===== src/rtl/ramtest_pkg.sv =====
// ---------------------------------------------------------------------------
// ramtest_pkg
// Shared definitions for the SRAM tester sequencer:
//   - state_t     : sequencer FSM encoding (3-bit), also exported on the
//                   sequencer's debug output so checkers can bind to it
//   - led_mode_t  : status LED mode selector (off / steady / slow / fast)
//   - ACK_TIMEOUT_DEFAULT : default acknowledge window in clock cycles
//   - CNT_W / CNT_MAX     : width and ceiling of the pass/fail tallies
//   - sat_inc()           : saturating increment for the tallies
// ---------------------------------------------------------------------------
package ramtest_pkg;

  typedef enum logic [2:0] {
    WAIT_BOOT = 3'd0,
    IDLE      = 3'd1,
    REQ_FAST  = 3'd2,
    RUN_FAST  = 3'd3,
    REQ_SLOW  = 3'd4,
    RUN_SLOW  = 3'd5,
    REPORT    = 3'd6
  } state_t;

  typedef enum logic [1:0] {
    LED_OFF    = 2'd0,
    LED_STEADY = 2'd1,
    LED_SLOW   = 2'd2,
    LED_FAST   = 2'd3
  } led_mode_t;

  localparam int ACK_TIMEOUT_DEFAULT = 1024;

  localparam int                CNT_W   = 8;
  localparam logic [CNT_W-1:0]  CNT_MAX = '1;

  // Tallies stick at their ceiling instead of wrapping back to zero.
  function automatic logic [CNT_W-1:0] sat_inc(input logic [CNT_W-1:0] v);
    return (v == CNT_MAX) ? v : v + 1'b1;
  endfunction

endpackage


===== src/rtl/status_led_blinker.sv =====
// ---------------------------------------------------------------------------
// status_led_blinker
// Free-running divider plus a mode select that drives one status LED.
//   clk   in   system clock
//   rst   in   synchronous active-high reset (divider and led cleared)
//   mode  in   2-bit led_mode_t: off, steady on, slow blink, fast blink
//   led   out  registered LED drive
// Slow blink follows the divider MSB; fast blink follows bit BLINK_BITS-3,
// which toggles four times as often.
// ---------------------------------------------------------------------------
module status_led_blinker
  import ramtest_pkg::*;
#(
  parameter int BLINK_BITS = 24
) (
  input  logic      clk,
  input  logic      rst,
  input  led_mode_t mode,
  output logic      led
);

  logic [BLINK_BITS-1:0] div;

  always_ff @(posedge clk) begin
    if (rst) begin
      div <= '0;
      led <= 1'b0;
    end else begin
      div <= div + 1'b1;
      case (mode)
        LED_OFF:    led <= 1'b0;
        LED_STEADY: led <= 1'b1;
        LED_SLOW:   led <= div[BLINK_BITS-1];
        LED_FAST:   led <= div[BLINK_BITS-3];
        default:    led <= 1'b0;
      endcase
    end
  end

endmodule


===== src/rtl/ramtest_sequencer.sv =====
// ---------------------------------------------------------------------------
// ramtest_sequencer
// Drives the 8-bit SRAM tester through one fast pass followed by one slow
// pass per sequence, latches both verdicts, keeps saturating pass/fail
// tallies and drives a status LED.
//
// Ports:
//   clk              in   system clock (shared with the tester)
//   rst              in   synchronous active-high reset
//   start            in   one-cycle request to begin a sequence (IDLE only)
//   test_in_progress in   tester busy flag
//   test_result      in   tester verdict, valid while test_in_progress=0
//   rstf / rsts      out  fast / slow restart request to the tester
//   busy             out  sequence running (also high while waiting on boot)
//   done             out  at least one sequence completed since reset
//   fast_ok/slow_ok  out  latched verdicts of the latest fast / slow run
//   ack_err          out  tester did not acknowledge a request in time
//   pass_count       out  passing sequences, saturating
//   fail_count       out  failing sequences (verdict or ack), saturating
//   led              out  status LED
//   state            out  current FSM state, for debug and checkers
//
// Request handshake: rstf/rsts is a level held high for the whole REQ state.
// The tester acknowledges by raising test_in_progress; the request drops on
// the edge that sees the acknowledge. If no acknowledge arrives within
// ACK_TIMEOUT cycles the request drops, ack_err is set and the sequence is
// reported as failed. At most one request is high at any time.
// ---------------------------------------------------------------------------
module ramtest_sequencer
  import ramtest_pkg::*;
#(
  parameter int AUTO_START  = 1,
  parameter int CONTINUOUS  = 0,
  parameter int ACK_TIMEOUT = ACK_TIMEOUT_DEFAULT,
  parameter int BLINK_BITS  = 24
) (
  input  logic             clk,
  input  logic             rst,
  input  logic             start,
  input  logic             test_in_progress,
  input  logic             test_result,
  output logic             rstf,
  output logic             rsts,
  output logic             busy,
  output logic             done,
  output logic             fast_ok,
  output logic             slow_ok,
  output logic             ack_err,
  output logic [CNT_W-1:0] pass_count,
  output logic [CNT_W-1:0] fail_count,
  output logic             led,
  output state_t           state
);

  // Timeout counter only ever holds 0 .. ACK_TIMEOUT-1.
  localparam int               TMO_W    = (ACK_TIMEOUT > 1) ? $clog2(ACK_TIMEOUT) : 1;
  localparam logic [TMO_W-1:0] TMO_LAST = TMO_W'(ACK_TIMEOUT - 1);

  logic [TMO_W-1:0] tmo_cnt;
  logic             last_pass;   // outcome of the most recent REPORT
  led_mode_t        led_mode;

  always_ff @(posedge clk) begin
    if (rst) begin
      state      <= WAIT_BOOT;
      rstf       <= 1'b0;
      rsts       <= 1'b0;
      busy       <= 1'b1;
      done       <= 1'b0;
      fast_ok    <= 1'b0;
      slow_ok    <= 1'b0;
      ack_err    <= 1'b0;
      pass_count <= '0;
      fail_count <= '0;
      last_pass  <= 1'b0;
      tmo_cnt    <= '0;
    end else begin
      case (state)
        // Whatever the tester is doing at reset (power-up run or a run that
        // was interrupted) must finish first, otherwise a request issued now
        // could be missed because the tester only samples it in HALT.
        WAIT_BOOT: begin
          if (!test_in_progress) begin
            if (AUTO_START != 0) begin
              rstf  <= 1'b1;
              state <= REQ_FAST;
            end else begin
              busy  <= 1'b0;
              state <= IDLE;
            end
          end
        end

        IDLE: begin
          if (start) begin
            ack_err <= 1'b0;
            busy    <= 1'b1;
            rstf    <= 1'b1;
            state   <= REQ_FAST;
          end
        end

        REQ_FAST: begin
          if (test_in_progress) begin
            rstf    <= 1'b0;
            tmo_cnt <= '0;
            state   <= RUN_FAST;
          end else if (tmo_cnt == TMO_LAST) begin
            rstf    <= 1'b0;
            ack_err <= 1'b1;
            tmo_cnt <= '0;
            state   <= REPORT;
          end else begin
            tmo_cnt <= tmo_cnt + 1'b1;
          end
        end

        RUN_FAST: begin
          if (!test_in_progress) begin
            fast_ok <= test_result;
            rsts    <= 1'b1;
            state   <= REQ_SLOW;
          end
        end

        // The tester's slow mode advances only every fourth clock, so the
        // acknowledge here takes longer; the same window still covers it.
        REQ_SLOW: begin
          if (test_in_progress) begin
            rsts    <= 1'b0;
            tmo_cnt <= '0;
            state   <= RUN_SLOW;
          end else if (tmo_cnt == TMO_LAST) begin
            rsts    <= 1'b0;
            ack_err <= 1'b1;
            tmo_cnt <= '0;
            state   <= REPORT;
          end else begin
            tmo_cnt <= tmo_cnt + 1'b1;
          end
        end

        RUN_SLOW: begin
          if (!test_in_progress) begin
            slow_ok <= test_result;
            state   <= REPORT;
          end
        end

        // After an ack timeout the verdict of any pass that did not run still
        // holds its old value, so ack_err alone decides the failure.
        REPORT: begin
          done <= 1'b1;
          if (!ack_err && fast_ok && slow_ok) begin
            pass_count <= sat_inc(pass_count);
            last_pass  <= 1'b1;
          end else begin
            fail_count <= sat_inc(fail_count);
            last_pass  <= 1'b0;
          end
          if (CONTINUOUS != 0) begin
            ack_err <= 1'b0;
            rstf    <= 1'b1;
            state   <= REQ_FAST;
          end else begin
            busy  <= 1'b0;
            state <= IDLE;
          end
        end

        default: begin
          rstf  <= 1'b0;
          rsts  <= 1'b0;
          state <= WAIT_BOOT;
        end
      endcase
    end
  end

  // LED priority: running blinks slowly; once idle, the last outcome shows
  // as steady (pass) or fast blink (fail); dark until a sequence completes.
  always_comb begin
    led_mode = LED_OFF;
    if (busy) begin
      led_mode = LED_SLOW;
    end else if (done) begin
      led_mode = last_pass ? LED_STEADY : LED_FAST;
    end
  end

  status_led_blinker #(
    .BLINK_BITS(BLINK_BITS)
  ) u_blinker (
    .clk  (clk),
    .rst  (rst),
    .mode (led_mode),
    .led  (led)
  );

endmodule


===== config.mk =====
export PLATFORM = sky130hd
export DESIGN_NAME = ramtest_sequencer
export DESIGN_NICKNAME = d
export VERILOG_FILES = /design/src/rtl/ramtest_pkg.sv /design/src/rtl/status_led_blinker.sv /design/src/rtl/ramtest_sequencer.sv
export SDC_FILE = /design/constraint.sdc
export NUM_CORES = 1
export LEC_CHECK = 0
export CORE_ASPECT_RATIO = 0.8
export CORE_MARGIN = 2
export CORE_UTILIZATION = 54
export CTS_CLUSTER_SIZE = 30
export DETAILED_ROUTE_END_ITERATION = 8
export PLACE_DENSITY = 0.81
export SYNTH_ARGS = -nofsm -noshare
export SYNTH_HDL_FRONTEND = slang
export SYNTH_SLANG_ARGS = --single-unit

===== constraint.sdc =====
create_clock -name clk -period 3.1 [get_ports clk]
set_input_delay 0.775 -clock clk [delete_from_list [all_inputs] [get_ports clk]]
set_output_delay 0.775 -clock clk [all_outputs]
set_load 0.02 [all_outputs]

== Word-level counts from Yosys, hierarchy flattened ==
Index checks and enable logic that the tools add are counted.

* Register bits after elaboration: 62

* Add/sub/neg operators: 4
* Equal/unequal tests: 20
* Mux-type cells: 26
* Bitwise gates (word level): 6
* Reduce and logical (&&, ||, !) cells: 19

{| class="wikitable"
|+ Operator list
! operator !! number
|-
| $add A24 B1 Y24 const B || 1
|-
| $mux W3 || 7
|-
| $pmux W3 S7 || 1
|-
| $mux W10 || 2
|-
| $add A8 B1 Y8 const B || 2
|-
| $eq A8 B8 Y1 const B || 2
|-
| $reduce_and A4 Y1 || 3
|-
| $add A10 B1 Y10 const B || 1
|-
| $eq A10 B10 Y1 const B || 1
|-
| $ne A2 B2 Y1 const B || 5
|-
| $eq A3 B3 Y1 const B || 3
|-
| $reduce_and A3 Y1 || 3
|-
| $mux W1 || 8
|-
| $pmux W1 S4 || 2
|-
| $eq A3 B2 Y1 const B || 2
|-
| $mux W2 || 3
|-
| $ne A3 B3 Y1 const B || 2
|-
| $not A1 Y1 || 6
|-
| $reduce_and A2 Y1 || 3
|-
| $reduce_or A5 Y1 || 1
|-
| $eq A2 B2 Y1 const B || 2
|-
| $pmux W1 S2 || 2
|-
| $reduce_bool A2 Y1 || 2
|-
| $reduce_or A4 Y1 || 1
|-
| 9 further kinds || 10
|}

== Longest topological paths before layout ==
* Depth in word-level cells: 5
* Gate-level depth with buffers: 6

== Hierarchy ==
Synthesis repeated with hierarchy kept, for this count alone.

* Cells, all modules: 353
* Area, all modules: 2985.4 um^2

{| class="wikitable"
|+ By module, submodules not included
! module !! instances !! cells an instance !! area an instance (um^2)
|-
| ramtest_sequencer || 1 || 224 || 1869.3
|-
| status_led_blinker || 1 || 129 || 1116.1
|}

== Worst setup path before layout ==
Ideal clock, no wire load.

* Path type: flip-flop to flip-flop
* From: reg state[2]
* To: reg fail_count[6]
* Library setup time: 0.116 ns
* Arrival: 1.684 ns
* Required time: 2.984 ns
* Slack: 1.301 ns
* Cell stages (with the launch flop): 7
* Path buffers: 2
* Clock period less this slack: 1.799 ns
* Cells stage by stage: dfxtp_1 > buf_2 > and3b_1 > buf_2 > nand3_1 > or4_1 > and3b_1

* Cells in the longest elaborated chain, start to end: 2

{| class="wikitable"
|+ RTL lines
! item !! RTL line !! text
|-
| start, declared || ramtest_sequencer.sv:52 || <nowiki>output state_t state</nowiki>
|-
| start signal, assigned || ramtest_sequencer.sv:65 || <nowiki>state <= WAIT_BOOT;</nowiki>
|-
| start signal, assigned || ramtest_sequencer.sv:86 || <nowiki>state <= REQ_FAST;</nowiki>
|-
| start signal, assigned || ramtest_sequencer.sv:89 || <nowiki>state <= IDLE;</nowiki>
|-
| $eq A3 B3 Y1 || ramtest_sequencer.sv:78 || <nowiki>case (state)</nowiki>
|-
| $reduce_and A3 Y1 (no line) || - ||
|-
| end signal, assigned || ramtest_sequencer.sv:158 || <nowiki>fail_count <= sat_inc(fail_count);</nowiki>
|-
| end, declared || ramtest_sequencer.sv:50 || <nowiki>output logic [CNT_W-1:0] fail_count,</nowiki>
|}

Every way passes these cells.
A chain may end at the register's enable or synchronous reset.

== Worst setup path after layout ==
* From: reg state[0]
* To: out state[0]

No word-level cell between the ends.

==> impl_metrics.ini <==
[run_status]
outcome = finished clean

[final_layout]
antenna_cells = 0
syn2layout_area_growth_pct = 17.2
nNetsFinal = 379
drive_gt1_frac = 0.0642
finalNonFillerCells = 439
final_util = 0.645

[floorplanning]
die_area_sq_mm = 0.00609
die_h_microns = 70.2
core_area_sq_mm = 0.00538
row_count = 24
ios = 32
dieWidth_microns = 86.7
initial_utilization = 0.550

[power]
switching_share = 0.231
p_leak_nw = 1.19
irDropWorstVdd_uv = 291
p_int_mw = 1.18
p_seq_frac = 0.538
combinationalPowerShare = 0.060
p_per_area_mw_per_mm2 = 441
clkPwrFrac = 0.402
power_switching_uw = 352

[routing]
drc_errors = 0
drtPass1Iterations = 4
vias_per_cell = 5.85
wl_mm = 6.01
via_count = 2568
dr.first_iter.drc_count = 148
ant_nets = 0
wire_per_inst_microns = 13.7

[place]
globalplace.congestion = 0.810
portBuffers = 31
dp_hpwl_mm = 4.13
place_ws_ns = 0.765
placedCellCount = 424

[logic_synthesis]
async_reset_ff_frac = 0
syn_nets = 350
yosysTopAreaCell = dfxtp_1
syn_inst = 341
synth_top_cell_area_share = 0.420
yosys_register_bits = 62
ys.flop_type = dfxtp_1
synthesis.area_sq_mm = 0.00296
synth_area_leaders = dfxtp_1 42%, nor2_1 5.7%, a21oi_1 4.9%
ys_seq_area_frac = 0.420
syn_avg_cell_area_sq_um = 8.67
yosysWarnings = 0
synth_cell_types = 50
synth_edf_count = 0

[global_route]
grt.total_usage = 0.213
grt_overflow_total = 0
grt_max_degree = 35
grt_first_pass_wirelength_mm = 10.3
grt_pass1_vias = 2210
antenna_found_initial = 0

[clock_tree]
tritoncts = done
cts_resized = 0
cts_made_buffers = 9
cts_setup_buffers = 0
clk_pin_slew_ns = 0.06
clockBufferDepth = 2
cts.htree.levels = 3
root_buffer = clkbuf_8
cts_hold_buf = 0
cts.sinks = 62
clk-insertion-delay-late_ns = 0.33

[setup_path]
worstPathRequired_ns = 2.32
crit_family = flip-flops
crit_chain = clkdlybuf4s50_1
slowest_delay_ns = 0.74
critPathKind = reg -> out
cp_num_buf_inv = 1
slowest_stage = dfxtp_1
cp.arrival_ns = 1.79
start_kind = flop
critPathMaxFanout = 21
worst_setup_path_end_kind = output pin

[sta]
fin_crit_sh = 0.829
setup_violations = 0
rsz0062_at_grt = false
fmax_mhz = 389
max_slew_margin = 0.566
tns_ns = 0
fin_crit_ns = 2.57
drv_slew = 0
finalWorstSetupSlack_ns = 0.532
worstMarginPinSlew_ns = 0.650
hold_violations = 0
fin_skew_ns = 0.00671

[job]
drv_cap = 0

[worst_hold_path]
hp-class = reg -> reg
-- per-stage QoR --
stage | instance area (sq um) | total power [mW] | hold WS (ns)
finish | 3460 | 1.53 | 0.475
global route | 3460 | 1.60 | 0.515
CTS | 3460 | 1.55 | 0.481
detailed placement | 3300 | 0.930 | 0.460
global placement | 3300 | 0.928 | 0.458
floorplan | 2960 | 0.901 | 0.437
-- cell type report --
class | count | area, sq um
fill | 449 | 1910
sequential | 62 | 1240
timing repair buffer | 33 | 320
multi-input combinational | 259 | 1640
tap | 65 | 81.3
clock inverter | 1 | 5.00
inverter | 5 | 18.8
clock buffer | 14 | 163
-- metal layers --
metal,GRT usage,share of wire
met5,0,0
met3,0.0757,0.047
met4,0.0573,0.0057
met1,0.304,0.52
met2,0.305,0.43
-- synthesized netlist by cell type, drive strengths merged (2+ instances only) --
library cell  count
a211oi            3
mux2i             7
and3b             5
dfxtp            62
nor3b             3
nor2             45
nand4            12
or4               9
xnor2            13
nand2b            4
nor2b             7
nand4b            2
ha                4
inv               5
nor3              7
o31ai             8
a21oi            29
clkbuf            9
nand3            14
and2              2
nand3b            4
o21ai            11
and3              5
nand2            20
or3               6
mux2              3
nor4              2
xor2             10
buf               6
and4              7
-- power groups by stage --
| stage | clock network [mW] | registers, mW | logic (mW) |
|---|---|---|---|
| after floorplan | 0 | 0.840 | 0.0608 |
| after global placement | 0 | 0.839 | 0.0887 |
| after detailed placement | 0 | 0.840 | 0.0905 |
| after CTS | 0.634 | 0.822 | 0.0912 |
| after global routing | 0.671 | 0.824 | 0.102 |
| final | 0.615 | 0.823 | 0.0910 |
-- state kept, by name, indices dropped and copies added (netlist names), 3 cells and up --
name,flops
u_blinker.div,24
tmo_cnt,10
fail_count,8
pass_count,8
state,3
-- placed cells by master (no fill, tap or decap), types with 2 or more instances in the layout --
cell type | Yosys | routed
a211oi_1 | 3 | 3
a21oi_1 | 29 | 29
and2_1 | 2 | 2
and3_1 | 5 | 5
and3b_1 | 5 | 5
and4_1 | 7 | 7
buf_4 | 0 | 2
clkbuf_1 | 9 | 3
clkbuf_8 | 0 | 11
clkdlybuf4s50_1 | 0 | 30
dfxtp_1 | 62 | 62
ha_1 | 4 | 4
inv_1 | 5 | 5
mux2_2 | 3 | 3
mux2i_1 | 7 | 7
nand2_1 | 20 | 20
nand2b_1 | 4 | 4
nand3_1 | 14 | 14
nand3b_1 | 4 | 4
nand4_1 | 11 | 11
nand4b_1 | 2 | 2
nor2_1 | 45 | 45
nor2b_1 | 7 | 7
nor3_1 | 7 | 7
nor3b_1 | 3 | 3
nor4_1 | 2 | 2
o21ai_0 | 11 | 11
o31ai_1 | 8 | 8
or3_1 | 6 | 6
or4_1 | 9 | 9
xnor2_1 | 12 | 12
xor2_1 | 10 | 10
-- path summary, 6_finish.rpt --
check | from | to | slack (ns) | cells past startpoint
worst max-delay path | state[0] | state[0] | 0.53 | 1
worst min-delay path | u_blinker.div[0] | u_blinker.div[0] | 0.48 | 1
worst max register to register | state[2] | fail_count[6] | 1.01 | 4
worst min register to register | u_blinker.div[0] | u_blinker.div[0] | 0.48 | 1
-- cell families after synthesis --
group,count (synthesis),share of synthesized area
adder cells (fa/ha/maj),4,0.0169
AND/OR/NAND/NOR,157,0.291
XOR/XNOR,23,0.0707
flip-flops,62,0.420
buffers and inverters,20,0.0271
multiplexers,10,0.0351
AO/OA/AOI/OAI,65,0.139
Note: power is estimated with default switching activity, not from simulation.
